$ cat src/rtl/inst_rom.sv
// Loadable instruction ROM: 2^AW x 32-bit words with per-word valid bits,
// filled from a little-endian byte stream and read by the fetch port with 1-cycle latency.
module inst_rom #(
    parameter int AW = 6
) (
    input  logic          clk,
    input  logic          rst,
    input  logic          ce,
    input  logic [31:0]   addr,
    output logic [31:0]   inst,
    output logic          inst_valid,
    output logic          fetch_err,
    input  logic          ld_start,
    input  logic          ld_valid,
    input  logic [7:0]    ld_byte,
    input  logic          ld_end,
    output logic          ld_ready,
    output logic          ld_done,
    output logic [AW:0]   ld_words
);

    localparam int          DEPTH   = 1 << AW;
    localparam logic [31:0] NOP     = 32'h0000_0013;
    localparam logic [AW-1:0] PTR_MAX = {AW{1'b1}};
    localparam logic [AW:0]   WORDS_ONE = {{AW{1'b0}}, 1'b1};

    typedef enum logic {
        ST_IDLE,
        ST_LOAD
    } state_t;

    // Output word selector, registered at the fetch edge and decoded afterwards.
    typedef enum logic [1:0] {
        OUT_ZERO,
        OUT_NOP,
        OUT_ERR,
        OUT_WORD
    } out_sel_t;

    state_t         state_reg, state_next;
    out_sel_t       out_sel_reg, out_sel_next;
    logic [1:0]     byte_cnt_reg, byte_cnt_next;
    logic [AW-1:0]  wr_ptr_reg, wr_ptr_next;
    logic [31:0]    word_buf_reg, word_buf_next;
    logic [AW:0]    ld_words_reg, ld_words_next;
    logic           ld_done_reg, ld_done_next;
    logic [DEPTH-1:0] valid_reg;
    logic [31:0]    rd_data_reg;

    logic [31:0]    mem [DEPTH];

    logic           accept;
    logic           wr_en;
    logic [31:0]    wr_data;
    logic           clr_valid;
    logic [31:0]    asm_word;
    logic [AW-1:0]  fetch_idx;
    logic           addr_bad;

    assign ld_ready  = (state_reg == ST_LOAD);
    assign accept    = ld_valid && ld_ready;
    assign fetch_idx = addr[AW+1:2];
    assign addr_bad  = (addr[1:0] != 2'b00) || (addr[31:AW+2] != '0);

    // Incoming byte lands in the lane selected by the byte counter; other lanes keep
    // what has been assembled so far (zero for lanes not yet filled).
    genvar gi;
    generate
        for (gi = 0; gi < 4; gi++) begin : g_lane
            assign asm_word[8*gi +: 8] = (byte_cnt_reg == 2'(gi)) ? ld_byte
                                                                   : word_buf_reg[8*gi +: 8];
        end
    endgenerate

    always_comb begin
        state_next    = state_reg;
        byte_cnt_next = byte_cnt_reg;
        wr_ptr_next   = wr_ptr_reg;
        word_buf_next = word_buf_reg;
        ld_words_next = ld_words_reg;
        ld_done_next  = 1'b0;
        wr_en         = 1'b0;
        wr_data       = '0;
        clr_valid     = 1'b0;

        case (state_reg)
            ST_IDLE: begin
                if (ld_start) begin
                    state_next    = ST_LOAD;
                    byte_cnt_next = '0;
                    wr_ptr_next   = '0;
                    word_buf_next = '0;
                    ld_words_next = '0;
                    clr_valid     = 1'b1;
                end
            end
            ST_LOAD: begin
                if (accept) begin
                    if (byte_cnt_reg == 2'd3) begin
                        wr_en         = 1'b1;
                        wr_data       = asm_word;
                        ld_words_next = ld_words_reg + WORDS_ONE;
                        byte_cnt_next = '0;
                        word_buf_next = '0;
                        // Last word filled: finish without wrapping the pointer.
                        if (wr_ptr_reg == PTR_MAX) begin
                            state_next   = ST_IDLE;
                            ld_done_next = 1'b1;
                        end else begin
                            wr_ptr_next = wr_ptr_reg + 1'b1;
                        end
                    end else begin
                        byte_cnt_next = byte_cnt_reg + 2'd1;
                        word_buf_next = asm_word;
                    end
                end

                // A byte accepted this cycle is already folded into the *_next values,
                // so a terminating partial word includes it.
                if (ld_end && (state_next == ST_LOAD)) begin
                    state_next   = ST_IDLE;
                    ld_done_next = 1'b1;
                    if (byte_cnt_next != 2'd0) begin
                        wr_en         = 1'b1;
                        wr_data       = word_buf_next;
                        ld_words_next = ld_words_reg + WORDS_ONE;
                        byte_cnt_next = '0;
                        word_buf_next = '0;
                        if (wr_ptr_reg != PTR_MAX) begin
                            wr_ptr_next = wr_ptr_reg + 1'b1;
                        end
                    end
                end
            end
            default: begin
                state_next = ST_IDLE;
            end
        endcase
    end

    // Fetches only run in IDLE, and a fetch coinciding with ld_start is dropped.
    always_comb begin
        out_sel_next = OUT_ZERO;
        if ((state_reg == ST_IDLE) && ce && !ld_start) begin
            if (addr_bad) begin
                out_sel_next = OUT_ERR;
            end else if (!valid_reg[fetch_idx]) begin
                out_sel_next = OUT_NOP;
            end else begin
                out_sel_next = OUT_WORD;
            end
        end
    end

    always_ff @(posedge clk) begin
        if (rst) begin
            state_reg    <= ST_IDLE;
            out_sel_reg  <= OUT_ZERO;
            byte_cnt_reg <= '0;
            wr_ptr_reg   <= '0;
            word_buf_reg <= '0;
            ld_words_reg <= '0;
            ld_done_reg  <= 1'b0;
        end else begin
            state_reg    <= state_next;
            out_sel_reg  <= out_sel_next;
            byte_cnt_reg <= byte_cnt_next;
            wr_ptr_reg   <= wr_ptr_next;
            word_buf_reg <= word_buf_next;
            ld_words_reg <= ld_words_next;
            ld_done_reg  <= ld_done_next;
        end
    end

    always_ff @(posedge clk) begin
        if (rst || clr_valid) begin
            valid_reg <= '0;
        end else if (wr_en) begin
            valid_reg[wr_ptr_reg] <= 1'b1;
        end
    end

    // Storage array: one write port, one registered read port, no reset on data.
    always_ff @(posedge clk) begin
        if (wr_en) begin
            mem[wr_ptr_reg] <= wr_data;
        end
        rd_data_reg <= mem[fetch_idx];
    end

    always_comb begin
        inst       = '0;
        inst_valid = 1'b0;
        fetch_err  = 1'b0;
        case (out_sel_reg)
            OUT_WORD: begin
                inst       = rd_data_reg;
                inst_valid = 1'b1;
            end
            OUT_NOP: begin
                inst = NOP;
            end
            OUT_ERR: begin
                inst      = NOP;
                fetch_err = 1'b1;
            end
            default: begin
                inst = '0;
            end
        endcase
    end

    assign ld_done  = ld_done_reg;
    assign ld_words = ld_words_reg;

endmodule
$ cat config.mk
export PLATFORM = sky130hd
export DESIGN_NAME = inst_rom
export DESIGN_NICKNAME = d
export VERILOG_FILES = /design/src/rtl/inst_rom.sv
export SDC_FILE = /design/constraint.sdc
export NUM_CORES = 2
export LEC_CHECK = 0
export CAP_MARGIN = 5
export CORE_MARGIN = 8
export CORE_UTILIZATION = 45
export DETAILED_ROUTE_END_ITERATION = 7
export GPL_TIMING_DRIVEN = 1
export PLACE_DENSITY = 0.64
export SETUP_SLACK_MARGIN = 0.5
export SLEW_MARGIN = 20
export SYNTH_ARGS = -nofsm -noshare
export SYNTH_HDL_FRONTEND = slang
export SYNTH_SLANG_ARGS = --single-unit
$ cat constraint.sdc
create_clock -name clk -period 7.5 [get_ports clk]
set_clock_uncertainty 0.1 [all_clocks]
set_input_delay 1.5 -clock clk [delete_from_list [all_inputs] [get_ports clk]]
set_output_delay 1.5 -clock clk [all_outputs]
set_load 0.03 [all_outputs]
; ---- After elaboration in Yosys (flattened, before gate mapping)
; Memory sizes are Yosys's and may differ from the RTL's. A register that Yosys moved wholly into a read port is not among the register bits.
; Index checks and enable logic that the tools add are counted.
[totals]
reg_bits = 115
ramBits = 2048
in_bits = 46
out_inout_bits = 43
wordCells = 108
n_memories = 1
[classes]
n_addsub = 3
n_lt_le_gt_ge = 3
n_eq_ne = 9
n_mux = 64
n_bitwise = 3
reduce_logical = 16
[mem_list]
columns = memory, depth, width, rd, rd_clocked_by_memory_dff, wr, line
row1 = mem, 64, 32, 1, 1, 1, 50  ; logic [31:0] mem [DEPTH];
[ops]
columns = cell, n
row1 = 32-bit 2-to-1 mux, 10
row2 = 32-bit one-hot mux with 2 select lines, 2
row3 = 64-bit OR, 1
row4 = 6-bit 2-to-1 mux, 7
row5 = 7-bit 2-to-1 mux, 5
row6 = 8-bit 2-to-1 mux, 4
row7 = 24-bit nonzero test, 1
row8 = 1-bit 2-to-1 mux, 22
row9 = 2-bit 2-to-1 mux, 8
row10 = "6-bit by 7-bit < comparator with 1-bit output, second input constant", 2
row11 = 7-bit one-hot mux with 2 select lines, 1
row12 = 6-bit one-hot mux with 2 select lines, 1
row13 = "2-bit equality test, second input constant", 4
row14 = "7-bit by 1-bit adder with 7-bit output, second input constant", 1
row15 = "6-bit by 1-bit adder with 6-bit output, second input constant", 1
row16 = 1-bit binary-select mux with 6-bit select, 1
row17 = 1-bit demux with 6-bit select, 1
row18 = "6-bit equality test, second input constant", 1
row19 = "6-bit by 1-bit >= comparator with 1-bit output, second input constant", 1
row20 = "6-bit inequality test, second input constant", 1
row21 = 2-bit OR reduction, 3
row22 = 1-bit logical AND, 5
row23 = "2-bit by 1-bit equality test with 1-bit output, second input constant", 2
row24 = 2-bit one-hot mux with 2 select lines, 1
row25 = other kinds (9), 12

; ---- Logic depth before layout (Yosys ltp)
[depth]
ltp_word = 10
mapped_depth = 10
ltp_nobuf = 7

; ---- Least setup slack after synthesis
; Ideal clock, no wire load.
[synth_path]
path_kind = input-to-reg
from = input port ld_valid
to = memory mem[0][26] (data pin)
setup_ns = 0.723
arrival_time_ns = 5.154
required_ns = 6.677
slack_ns = 1.522
stages = 6
path_buffers = 3
cell_sequence = clkbuf_1 -> and3_1 -> clkbuf_1 -> clkbuf_1 -> nand3_1 -> a21boi_0
[synth_between]
elab_chain_cells = 7
elab_cells_between_ends = 12
classes_between = 9 x mux / 3 x reduce/logical
[synth_lines]
columns = item, line
row1 = "start, declared", 14  ; input logic ld_valid,
row2 = 1-bit logical AND *, 61  ; assign accept = ld_valid && ld_ready;
row3 = 2-bit 2-to-1 mux, 98  ; if (accept) begin
row4 = 2-bit 2-to-1 mux, 86  ; case (state_reg)
row5 = 2-bit nonzero test, 123  ; if (byte_cnt_next != 2'd0) begin
row6 = 32-bit 2-to-1 mux, 123
row7 = 32-bit 2-to-1 mux *, 120  ; if (ld_end && (state_next == ST_LOAD)) begin
row8 = 32-bit 2-to-1 mux *, 86
row9 = net wr_data[26], 54  ; logic [31:0] wr_data;
row10 = "end, declared", 50
; Mark *: on every way through the listed nets, which the timed path passes. The rest lies on a longest branch. The select of a mux whose other input is x is not followed.

; ---- Final worst setup path
[layout_path]
from = input port ld_valid
to = memory mem[55][30] (data pin)
; The elaborated chain is that of the path after synthesis.

==> flow_summary.rst <==
.. list-table::
   :header-rows: 1

   * - Metric
     - Value
   * - Number of vias per cell after detailed routing
     - 6.05
   * - Count of flip-flops with a built-in enable after synthesis
     - approximately 2000
   * - Type of the setup path with the least slack
     - in -> reg
   * - Setup repair after global routing missed its margin
     - false
   * - Number of CTS-inserted buffers
     - 213
   * - Source-to-sink clock delay at the later pin of the worst-skew pair
     - approximately 850 ps
   * - Maximum achievable frequency
     - 215 MHz
   * - Number of flip-flops under the largest register name
     - 2048
   * - Chip width
     - between 400 and 500 um
   * - Standard cell core area
     - 0.186 mm^2
   * - Measured slew at the worst slew-check pin
     - 1110 ps
   * - Number of levels the H-tree was split into
     - 4
   * - Ratio of cells with drive above 1 in the final layout
     - approximately 30%
   * - Wire length of the first global-routing pass
     - 304000 um
   * - Logic depth of the worst path, buffers included
     - 7
   * - Clock tree from TritonCTS
     - built
   * - Post-route ant nets
     - 0
   * - Number of distinct library cell variants in the gate-level netlist after synthesis
     - between 50 and 60
   * - Overall via count from detail_route
     - between 40000 and 50000
   * - Total design power
     - 24.5 mW
   * - Overall routed net length
     - roughly 210000 um
   * - Path class of the lowest-slack min-delay path
     - reg -> reg
   * - IO buf count
     - about 90
   * - TNS Setup
     - 0 ps
   * - Count of final hold-check violations
     - 0
   * - Largest area contributor in the netlist
     - edfxtp_1
   * - Count of mapped cells out of synthesis
     - around 3700
   * - CTS sink count
     - ~2200
   * - Cells along the critical path
     - clkdlybuf4s50_1 -> nand2_1 -> o21ai_4 -> buf_4 -> nand3_1 -> a21boi_4 -> buf_4
   * - Most numerous cell in the Yosys netlist
     - edfxtp_1
   * - Slowest cell delay on critical path
     - 730 ps
   * - Number of antenna violations at the first check in global routing
     - 7
   * - Static leakage power
     - 28.3 nW
   * - Nets
     - 4040
   * - Final routed wire length divided by cell count
     - 32.2 um
   * - Die extent in y
     - 448 um
   * - Root Buffer Master
     - clkbuf_16
   * - Main area contributors after synthesis
     - edfxtp_1 (73%), mux4_2 (17%), dfxtp_1 (3.5%)
   * - Drt drc
     - 0
   * - HPWL after DPL
     - 132000 um
   * - Final setup fails
     - 0
   * - Result of the run
     - finished clean
   * - CTS max path bufs
     - 3
   * - Final clock period utilization by the worst path
     - 62.1%
   * - Mapped Area
     - 0.0841 mm^2
   * - Number of global-route vias before repair
     - 39865
   * - Post-CTS Hold Fix Bufs
     - 0
   * - Overflow left after global routing
     - 0
   * - Per-instance average area after synthesis
     - 22.5 um^2
   * - Combined buffer and inverter count along the critical path
     - 3
   * - Worst r2r path cells
     - 8
   * - Mapped Nets
     - 3791
   * - Worst rel slew slack
     - 25.7%
   * - CP Data Arrival Time
     - 5130 ps
   * - Layout overhead on the synthesized area
     - 14.7%
   * - Final Max Slew Viols
     - 0
   * - Largest fanout of any net on the critical path
     - 40
   * - Full die area
     - 0.201 mm^2
   * - Post-synth top area share
     - 73.1%
   * - Final critical-path required period
     - 4660 ps
   * - Post-cts repair resize count
     - 0
   * - Initial standard-cell utilization of the core
     - 45.3%
   * - PD cells
     - 254 mW/mm^2
   * - Number of buffers inserted by post-CTS setup repair
     - 0
   * - Starting DRC count in detailed routing
     - 5305
   * - Number of I/O pins
     - between 80 and 90
   * - Placer's final routability congestion estimate
     - 0.814
   * - Hold Path Depth
     - 1
   * - Cell type of the slowest stage on the worst timing path
     - o21ai_4
   * - Share of synthesized area occupied by flip-flops and latches
     - 76.6%
   * - Cell Rows
     - 158
   * - Number of warnings printed during yosys synthesis
     - 0
   * - Clock-pin slew on the worst setup and hold paths
     - 60 ps
   * - Peak supply drop
     - 0.228 mV
   * - Router iterations before antenna repair
     - 6
   * - Commonest register cell after synthesis
     - edfxtp_1
   * - Leading cell types by count after synthesis
     - edfxtp_1 (2048), mux4_2 (637), dfxtp_1 (147)
   * - Fraction of synthesis flops using an asynchronous set or reset pin
     - 0%
   * - Category of the worst setup path launch point
     - input pin
   * - Pin count of the biggest net entering global routing
     - 87
   * - Cell family with the largest share of critical-path delay
     - buffers and inverters
   * - Crit end category
     - register
   * - Required time of the critical path
     - 7970 ps
   * - Top cell by count, worst path
     - buf_4
   * - Aggregate global-route resource usage
     - 21.1%
   * - Flops & latches, synth
     - 2195
   * - Number of violations of the max-capacitance limit
     - 0
[cell usage in the layout (no fill, tap or decap), types with 7 or more instances in the layout]
master,Yosys,routed
a211oi_1,8,8
a21boi_4,0,8
a21oi_1,25,25
a221oi_1,11,11
a22o_1,34,34
a22oi_1,68,68
and2_1,40,39
and3_1,13,13
buf_12,0,20
buf_4,19,140
bufinv_16,0,11
clkbuf_1,95,79
clkbuf_16,0,215
clkbuf_8,0,22
clkdlybuf4s50_1,0,83
clkinv_1,1,26
clkinv_16,0,8
clkinv_2,0,32
dfxtp_1,147,146
edfxtp_1,2048,2048
ha_1,9,9
mux2_2,30,30
mux2i_1,9,9
mux4_2,637,637
nand2_1,93,92
nand3_1,51,50
nand4_1,15,15
nor2_1,85,19
nor2_4,0,65
nor2b_1,11,7
o21a_1,65,65
o21ai_0,54,30
o21ai_4,0,25
[logic make-up after synthesis]
kind of cell	count (synthesis)	synth area share [%]
flops	2195	76.6
xor+xnor	1	0.0104
mux	676	17.6
simple gates	334	1.90
fa+ha+maj	9	0.134
buf+inv	224	1.25
compound gates	297	2.49
[stage by stage]
| step | hold WS, ps | utilization [%] | cell area [um^2] | setup WS (ps) | instances |
|---|---|---|---|---|---|
| 4_1_cts | 366 | 51.9 | 96400 | 2800 | 6654 |
| 5_1_grt | 379 | 51.9 | 96400 | 2680 | 6657 |
| 6_report | 364 | 51.9 | 96400 | 2840 | 6659 |
| 3_5_place_dp | 348 | 48.2 | 89500 | 2100 | 6249 |
| 2_1_floorplan | 335 | - | 84100 | 1520 | 3736 |
| 3_3_place_gp | 341 | 48.1 | 89300 | 2180 | 6240 |
[area by class of cell]
type	instances	area (um^2)
Fill cell	14202	89200
Multi-Input combinational cell	1317	19500
Sequential cell	2195	64400
Timing Repair Buffer	251	2430
Clock buffer	316	5980
Antenna cell	4	10.0
Inverter	7	26.3
Tap cell	2480	3100
Clock inverter	89	965
[final timing paths]
kind	from	slack, ps	to
setup / recovery	ld_valid	2840	mem[55][30]
hold / removal	valid_reg[25]	360	valid_reg[25]
setup reg to reg	wr_ptr_reg[0]	2990	mem[55][30]
hold reg to reg	valid_reg[25]	360	valid_reg[25]
[power by group]
part	switching, mW	internal (mW)	leakage, nW
clock network	4.59	5.93	3.36
registers	0.0230	13.2	18.6
logic	0.431	0.282	6.31
[per-layer routing]
| layer | global-route usage, % | routed length (um) | share of wire (%) | vias to the layer above |
|---|---|---|---|---|
| met5 | 0 | 0 | 0 | - |
| li1 | - | - | - | 16404 |
| met3 | 3.98 | 17900 | 8.4 | 287 |
| met4 | 6.69 | 7270 | 3.4 | 0 |
| met1 | 30.0 | 86000 | 40 | 21794 |
| met2 | 33.4 | 103000 | 48 | 1798 |
Note: power is estimated with default switching activity, not from simulation.
